File: src/rtl/alu_writeback.sv
// Writeback stage behind the Alu: 8x16 register file, C/Z/N flags and a one-deep
// pending entry with forwarding, so dependent back-to-back ops see fresh values.
module alu_writeback #(
  parameter int REG_COUNT  = 8,
  parameter int DATA_WIDTH = 16,
  localparam int AW = $clog2(REG_COUNT)
) (
  input  logic                  clk,
  input  logic                  rst_n,
  input  logic [AW-1:0]         readAddr1,
  input  logic [AW-1:0]         readAddr2,
  output logic [DATA_WIDTH-1:0] operand1,
  output logic [DATA_WIDTH-1:0] operand2,
  output logic                  carry,
  input  logic [DATA_WIDTH:0]   result,
  input  logic                  resultValid,
  input  logic [AW-1:0]         destAddr,
  input  logic                  writeReg,
  input  logic                  updateFlags,
  input  logic                  updateCarry,
  input  logic                  stall,
  output logic                  inReady,
  output logic                  carryFlag,
  output logic                  zeroFlag,
  output logic                  negFlag,
  output logic                  overrunError
);

  logic [DATA_WIDTH-1:0] regs [REG_COUNT];

  logic                  pendValid;
  logic [DATA_WIDTH:0]   pendResult;
  logic [AW-1:0]         pendDest;
  logic                  pendWriteReg;
  logic                  pendUpdateFlags;
  logic                  pendUpdateCarry;

  logic                  capture;
  logic                  commit;
  logic [REG_COUNT-1:0]  regWrEn;

  assign inReady = !pendValid || !stall;
  assign capture = resultValid && inReady;
  assign commit  = pendValid && !stall;

  // Per-register write enable from the pending destination address
  always_comb begin
    regWrEn = '0;
    for (int i = 0; i < REG_COUNT; i++) begin
      regWrEn[i] = commit && pendWriteReg && (pendDest == AW'(i));
    end
  end

  always_ff @(posedge clk or negedge rst_n) begin
    if (!rst_n) begin
      pendValid       <= 1'b0;
      pendResult      <= '0;
      pendDest        <= '0;
      pendWriteReg    <= 1'b0;
      pendUpdateFlags <= 1'b0;
      pendUpdateCarry <= 1'b0;
    end else if (capture) begin
      pendValid       <= 1'b1;
      pendResult      <= result;
      pendDest        <= destAddr;
      pendWriteReg    <= writeReg;
      pendUpdateFlags <= updateFlags;
      pendUpdateCarry <= updateCarry;
    end else if (commit) begin
      pendValid       <= 1'b0;
    end
  end

  always_ff @(posedge clk or negedge rst_n) begin
    if (!rst_n) begin
      for (int i = 0; i < REG_COUNT; i++) begin
        regs[i] <= '0;
      end
    end else begin
      for (int i = 0; i < REG_COUNT; i++) begin
        if (regWrEn[i]) regs[i] <= pendResult[DATA_WIDTH-1:0];
      end
    end
  end

  always_ff @(posedge clk or negedge rst_n) begin
    if (!rst_n) begin
      carryFlag <= 1'b0;
      zeroFlag  <= 1'b0;
      negFlag   <= 1'b0;
    end else if (commit) begin
      if (pendUpdateFlags) begin
        zeroFlag <= (pendResult[DATA_WIDTH-1:0] == '0);
        negFlag  <= pendResult[DATA_WIDTH-1];
      end
      if (pendUpdateCarry) carryFlag <= pendResult[DATA_WIDTH];
    end
  end

  // A result offered while the stalled entry blocks capture is lost; remember it
  always_ff @(posedge clk or negedge rst_n) begin
    if (!rst_n) begin
      overrunError <= 1'b0;
    end else if (resultValid && !inReady) begin
      overrunError <= 1'b1;
    end
  end

  // Forward only from the captured entry, never from the raw result input
  always_comb begin
    operand1 = regs[readAddr1];
    operand2 = regs[readAddr2];
    carry    = carryFlag;
    if (pendValid && pendWriteReg && pendDest == readAddr1) operand1 = pendResult[DATA_WIDTH-1:0];
    if (pendValid && pendWriteReg && pendDest == readAddr2) operand2 = pendResult[DATA_WIDTH-1:0];
    if (pendValid && pendUpdateCarry) carry = pendResult[DATA_WIDTH];
  end

endmodule

File: config.mk
export PLATFORM = sky130hd
export DESIGN_NAME = alu_writeback
export DESIGN_NICKNAME = d
export VERILOG_FILES = /design/src/rtl/alu_writeback.sv
export SDC_FILE = /design/constraint.sdc
export NUM_CORES = 1
export LEC_CHECK = 0
export CAP_MARGIN = 10
export CORE_ASPECT_RATIO = 0.9
export CORE_UTILIZATION = 60
export CTS_BUF_LIST = sky130_fd_sc_hd__clkbuf_4
export CTS_CLUSTER_DIAMETER = 120
export DETAILED_ROUTE_END_ITERATION = 7
export HOLD_SLACK_MARGIN = 0.02
export PLACE_DENSITY_LB_ADDON = 0.12
export SLEW_MARGIN = 10
export SYNTH_ARGS = -nofsm -noshare
export SYNTH_HDL_FRONTEND = slang
export SYNTH_SLANG_ARGS = --single-unit
File: constraint.sdc
create_clock -name clk -period 2.6 [get_ports clk]
set_clock_uncertainty 0.15 [all_clocks]
set_input_delay 0.39 -clock clk [delete_from_list [all_inputs] [get_ports clk]]
set_output_delay 0.39 -clock clk [all_outputs]
set_load 0.02 [all_outputs]
==> out/qor.yml <==
status:
  status: "finished, violations left"
  failed_checks: "negative setup slack"
cts:
  root_buffer: "clkbuf_4"
  cts_tree: "done"
  cts-buffers-inserted: 17
  cts.htree.levels: 4
  clkTransAtPathRegs_ns: 0.13
  cts_sinks: 156
  cts.path.max_buffers: 2
  insertion_delay_ns: 0.56
worst_setup_path:
  crit_chain: "mux4_4 > mux2_4 > mux2_4 > buf_6"
  cp.arrival_ns: 2.33
  cpMaxStageDelayCell: "mux4_4"
  path_max_fanout: 3
  crit_path_frequent_cell: "mux2_4"
  cp-start-kind: "register"
  r2r_slack_ns: 0.65
  reg2reg_depth: 5
  crit_path_end_kind: "primary output"
  critPathKind: "reg2out"
  required_ns: 2.06
  cp_slowest_stage_delay_ns: 0.61
global_routing:
  grt_antenna_before_repair: 0
  overflow: 0
  grt_max_degree: 54
  grt_usage_pct: 30.5
  grt_pass1_wl_microns: 32900
  grt_pass1_vias: 5574
placed_design:
  place_inst: 776
  post-place-ws_ns: -0.570
  gp_congestion: 0.775
  port_buffers: 70
  dp_hpwl_microns: 12800
final_layout:
  fin_nets: 670
  areaGrowthSynthToFinish_pct: 19.0
  fillers: 946
  finalNonFillerCells: 843
  regArea_sq_um: 3910
  antennaDiodeCount: 0
  multi_input_area_sq_um: 4360
  drive_gt1_share_pct: 65.4
logic_synthesis:
  synth_nets: 559
  syn_inst: 526
  syn_area_per_cell_sq_um: 16.5
  ys_seq_elements: 156
  syn-cell-area_sq_um: 8690
  ys_seq_area_share_pct: 44.9
  ys_warn_count: 0
  yosysUniqueCellTypes: 28
sta:
  final.period_utilization_pct: 110
  slew_viol_final: 0
  tns_ns: -3.33
  fmax_mhz: 349
  worstMarginPinSlew_ns: 0.618
  post-route-min-period_ns: 2.87
  setup_viol: 32
  max_slew_margin_pct: 58.4
  worst_slack_ns: -0.269
  hold_viol: 0
  rsz0062_at_grt: "yes"
drt:
  drc: 0
  via_per_inst: 6.40
  drtPass1Iterations: 5
  route.met3.wl_microns: 1300
  wl_met1_microns: 8910
  dr.max_layer_used: "met4"
  num_vias: 5396
  wire_per_inst_microns: 25.2
  ant_nets: 0
  wl_microns: 21300
  drt-initial-drc-count: 325
  dr_wl_met2_microns: 10600
floorplanning:
  die_w_microns: 129
  rows: 41
  start_util_pct: 61.8
  fp.dieH_microns: 116
  io_pins: 71
  die_area_sq_um: 15000
  coreArea_sq_um: 14100
worst_hold_path:
  hold_path_class: "in2async"
power_and_ir_drop:
  power_density_nw_per_um2: 1020
  vdd_drop_max_v: 0.000792
  p_leak_nw: 4.63
  finalPower_mw: 10.6
job:
  max-cap-violations: 0
-- worst paths after layout --
check	start	to
max	regs[65]$_DFFE_PN0P_	operand2[1]
min	rst_n	pendResult[5]$_DFFE_PN0P_
max reg2reg	pendValid$_DFFE_PN0P_	regs[23]$_DFFE_PN0P_
min reg2reg	overrunError$_DFFE_PN0P_	overrunError$_DFFE_PN0P_
max in group asynchronous	rst_n	regs[7]$_DFFE_PN0P_
min in group clk	result[12]	pendResult[12]$_DFFE_PN0P_
-- Yosys cell counts --
library cell,count,area [sq um]
buf_4,4,30.0
mux4_1,59,1550
a31o_2,1,8.76
nor4_1,4,25.0
nand4b_1,1,8.76
and3_1,1,6.26
mux4_2,4,90.1
buf_2,12,60.1
nand3b_1,3,22.5
dlygate4sd3_1,1,10.0
nand2b_1,2,12.5
and2_1,2,12.5
nand4_2,1,12.5
xnor2_1,6,52.6
mux4_4,1,25.0
dfrtp_1,156,3900
buf_6,9,101
and4bb_1,1,12.5
mux2_4,10,150
mux2_2,208,2340
clkbuf_8,6,82.6
dlygate4sd1_1,3,26.3
o21ai_0,1,5.00
nand2_1,5,18.8
nor2_1,3,11.3
clkbuf_1,18,67.6
nor3b_2,2,25.0
nand4_1,2,12.5
-- placed cells by master (no fill, tap or decap), drive strengths merged, types with 3 or more instances in the layout --
master           n
mux2           218
clkbuf          20
clkinv           8
nor2             3
mux4            64
nand4            3
nand3b           3
dlygate4sd2      3
buf            108
nor4             4
clkdlybuf4s50   32
xnor2            6
nand2            5
dfrtp          156
-- per-layer routing --
layer | track usage [%] | vias to the layer above
met5 | 0 | -
met3 | 6.28 | 48
li1 | - | 2237
met2 | 50.5 | 228
met1 | 41.3 | 2883
met4 | 9.33 | 0
-- critical path, delay by kind of cell (launching register included) --
kind	cells	cell delay, ns
flops	1	0.45
mux	3	1.18
buf+inv	1	0.13
-- sequential cells by signal, summed over array words and instances (netlist names) --
signal	flops
negFlag	1
pendValid	1
regs	128
pendWriteReg	1
pendUpdateCarry	1
overrunError	1
pendDest	3
carryFlag	1
zeroFlag	1
pendUpdateFlags	1
pendResult	17
-- area by class of cell --
class / count / share of cell area (%)
multi-input combinational: 317 / 42.2
clock inverter: 12 / 1.20
clock buffer: 20 / 1.45
tap: 193 / 2.34
sequential: 156 / 37.8
timing repair buffer: 145 / 15.0
-- report_power, final --
group          leakage (nW)  total [mW]  switching, mW  internal (mW)
sequential             1.94        4.35          0.907           3.45
clock                 0.148        1.44          0.847          0.594
combinational          2.55        4.76           1.57           3.19
-- cell families after synthesis --
family	after synthesis	synth area share, %
XOR/XNOR	6	0.605
buffers and inverters	53	4.35
flip-flops	156	44.9
multiplexers	282	47.9
AND/OR/NAND/NOR	27	2.07
AO/OA/AOI/OAI	2	0.158
-- per-stage QoR --
step,utilization (%),cell area (sq um),hold slack [ns]
after detailed placement,69.1,9720,0.186
after global routing,73.5,10300,0.151
final,73.5,10300,0.159
after CTS,72.3,10200,0.140
after global placement,69.1,9720,0.178
after floorplan,-,8690,-0.0556
-- repair_timing --
| action | CTS | global route |
|---|---|---|
| hold buffers | 1 | 0 |
| gates cloned | 2 | 0 |
| endpoints found under the setup margin | 33 | 32 |
| setup buffers | 20 | 12 |
| resized for setup | 271 | 39 |
| hold endpoints to repair | 93 | 0 |
(Power assumes the default switching activity.)
==> RTL change, RTL diff (same flow settings) <==
Change the parameter `REG_COUNT` from 8 to 16.
--- a/src/rtl/alu_writeback.sv
+++ b/src/rtl/alu_writeback.sv
@@ -1,7 +1,7 @@
 // Writeback stage behind the Alu: 8x16 register file, C/Z/N flags and a one-deep
 // pending entry with forwarding, so dependent back-to-back ops see fresh values.
 module alu_writeback #(
-  parameter int REG_COUNT  = 8,
+  parameter int REG_COUNT  = 16,
   parameter int DATA_WIDTH = 16,
   localparam int AW = $clog2(REG_COUNT)
 ) (
Ports: changed (resized destAddr, readAddr1 and readAddr2); port bits go from 71 to 74. No check against the original RTL was run, so the function may have changed too.
==> RTL change against the original RTL <==
The flow still finishes with violations (setup timing). Worst setup slack worse by 0.015 ns. Total power is 59% higher. Clock power grew to 2.9 times the old value. Register-to-register slack worse by 0.43 ns. Cell area is 82% higher. Non-clock buffer count is 58 higher. Synthesized area is 76% higher. Sequential cell count is 129 higher. Wire length is 89% higher. First-iteration DRC count is 84% higher.
==> RTL change: results (changes against the original RTL) <==
- M3 GR Usage: 0.0708 (was 0.0628)
- # Post-CTS Setup Buffers: 6 (was 20)
- Initial antenna violation count: 1 (was 0)
- Met1 wire length: 17.3 mm (was 8.91 mm)
- Detail Route met3 WL: 2.59 mm (was 1.30 mm)
- DR iter-0 viols: 599 (was 325)
- DR vias: 9,823 (was 5,396)
- Met2 Wirelength: 19.1 mm (was 10.6 mm)
- CTS buffer count: 76 (was 17)
- Cell variety after synth: 31 (was 28)
- Slowest cell on the critical path: mux4_2 (was mux4_4)
- Clock Latency Late Sink: 0.68 ns (was 0.56 ns)
- Compound-Gate Fraction of Synth Area: 0.00286 (was 0.00158)
- Vias in the first global route: 10,444 (was 5,574)
- Worst reg-to-reg setup slack: 0.22 ns (was 0.65 ns)
- Hold Slack: 0.113 ns (was 0.159 ns)
- XOR/XNOR share of the synthesized area: 0.00343 (was 0.00605)
- Final setup viols: 32 (unchanged)
- Top cells by area, synth: dfrtp_1, mux2_2, mux4_2 (was dfrtp_1, mux2_2, mux4_1)
- Buffers on Ports: 73 (was 70)
- Post-Place Cells: 1,415 (was 776)
- Pre-CTS setup slack: -0.458 ns (was -0.570 ns)
- Crit path capture: operand2[12] (was operand2[1])
- Capturing point of the worst reg2reg path: regs[187]$_DFFE_PN0P_ (was regs[23]$_DFFE_PN0P_)
- Worst-Margin Slew: 0.669 ns (was 0.618 ns)
- Sequential share of the synthesized area: 0.466 (was 0.449)
- Failing checks: setup timing (unchanged)
- Clock Pin Slew Worst Setup and Hold Paths: 0.07 ns (was 0.13 ns)
- Status: complete, but fails checks (unchanged)
- DP HPWL: 25.1 mm (was 12.8 mm)
- First-pass GRT wire length: 62.5 mm (was 32.9 mm)
- VDD IR max: 0.000642 V (was 0.000792 V)
- Critical Path Start: regs[28]$_DFFE_PN0P_ (was regs[65]$_DFFE_PN0P_)
- RePlAce Congestion: 0.805 (was 0.775)
- Largest net degree at the start of global routing: 62 (was 54)
- Layout cells sized above 1: 0.615 (was 0.654)
- Max Root-Sink Buffers: 3 (was 2)
- Reg-to-Reg Start: pendWriteReg$_DFFE_PN0P_ (was pendValid$_DFFE_PN0P_)
- Reg2reg path depth: 6 (was 5)
- Largest regs: regs (256), pendResult (17), pendDest (4) (was regs (128), pendResult (17), pendDest (3))
- Nets: 1,198 (was 670)
- Global Route met1 Usage: 0.465 (was 0.413)
- DP Area: 17,400 um^2 (was 9720 um^2)
- Setup TNS: -6.55 ns (was -3.33 ns)
- Setup WS post-layout: -0.283 ns (was -0.269 ns)
- Vias per cell: 6.32 (was 6.40)
- WL final: 40.2 mm (was 21.3 mm)
- Post-Syn Nets: 1,014 (was 559)
[RTL change: changes by cell type after synthesis, sizes merged, moves of 11 or more]
| cell | change |
|---|---|
| mux2 | +95 |
| mux4 | +64 |
| clkbuf | +42 |
| nand2 | +11 |
| mux2i | +96 |
| dfrtp | +129 |
[RTL change: power by group through the flow]
stage	Combinational (mW)	Sequential [mW]	Clock, mW
after floorplan	3.83	6.66	0
after global placement	5.08	6.97	0
after CTS	5.46	7.01	4.32
final	5.54	7.05	4.22
after detailed placement	5.20	7.07	0
after global routing	5.90	7.26	4.54
[RTL change: layout make-up]
cell class              instances  area (um^2)  share of cell area
diodes                          1         2.50            0.000133
clock buffers                 114          856              0.0455
clock inverters                14          158             0.00838
inverters                       2         7.51            0.000399
multi-input cells             594         7950               0.423
flip-flops and latches        285         7130               0.379
well taps                     342          428              0.0227
repair buffers                203         2280               0.121
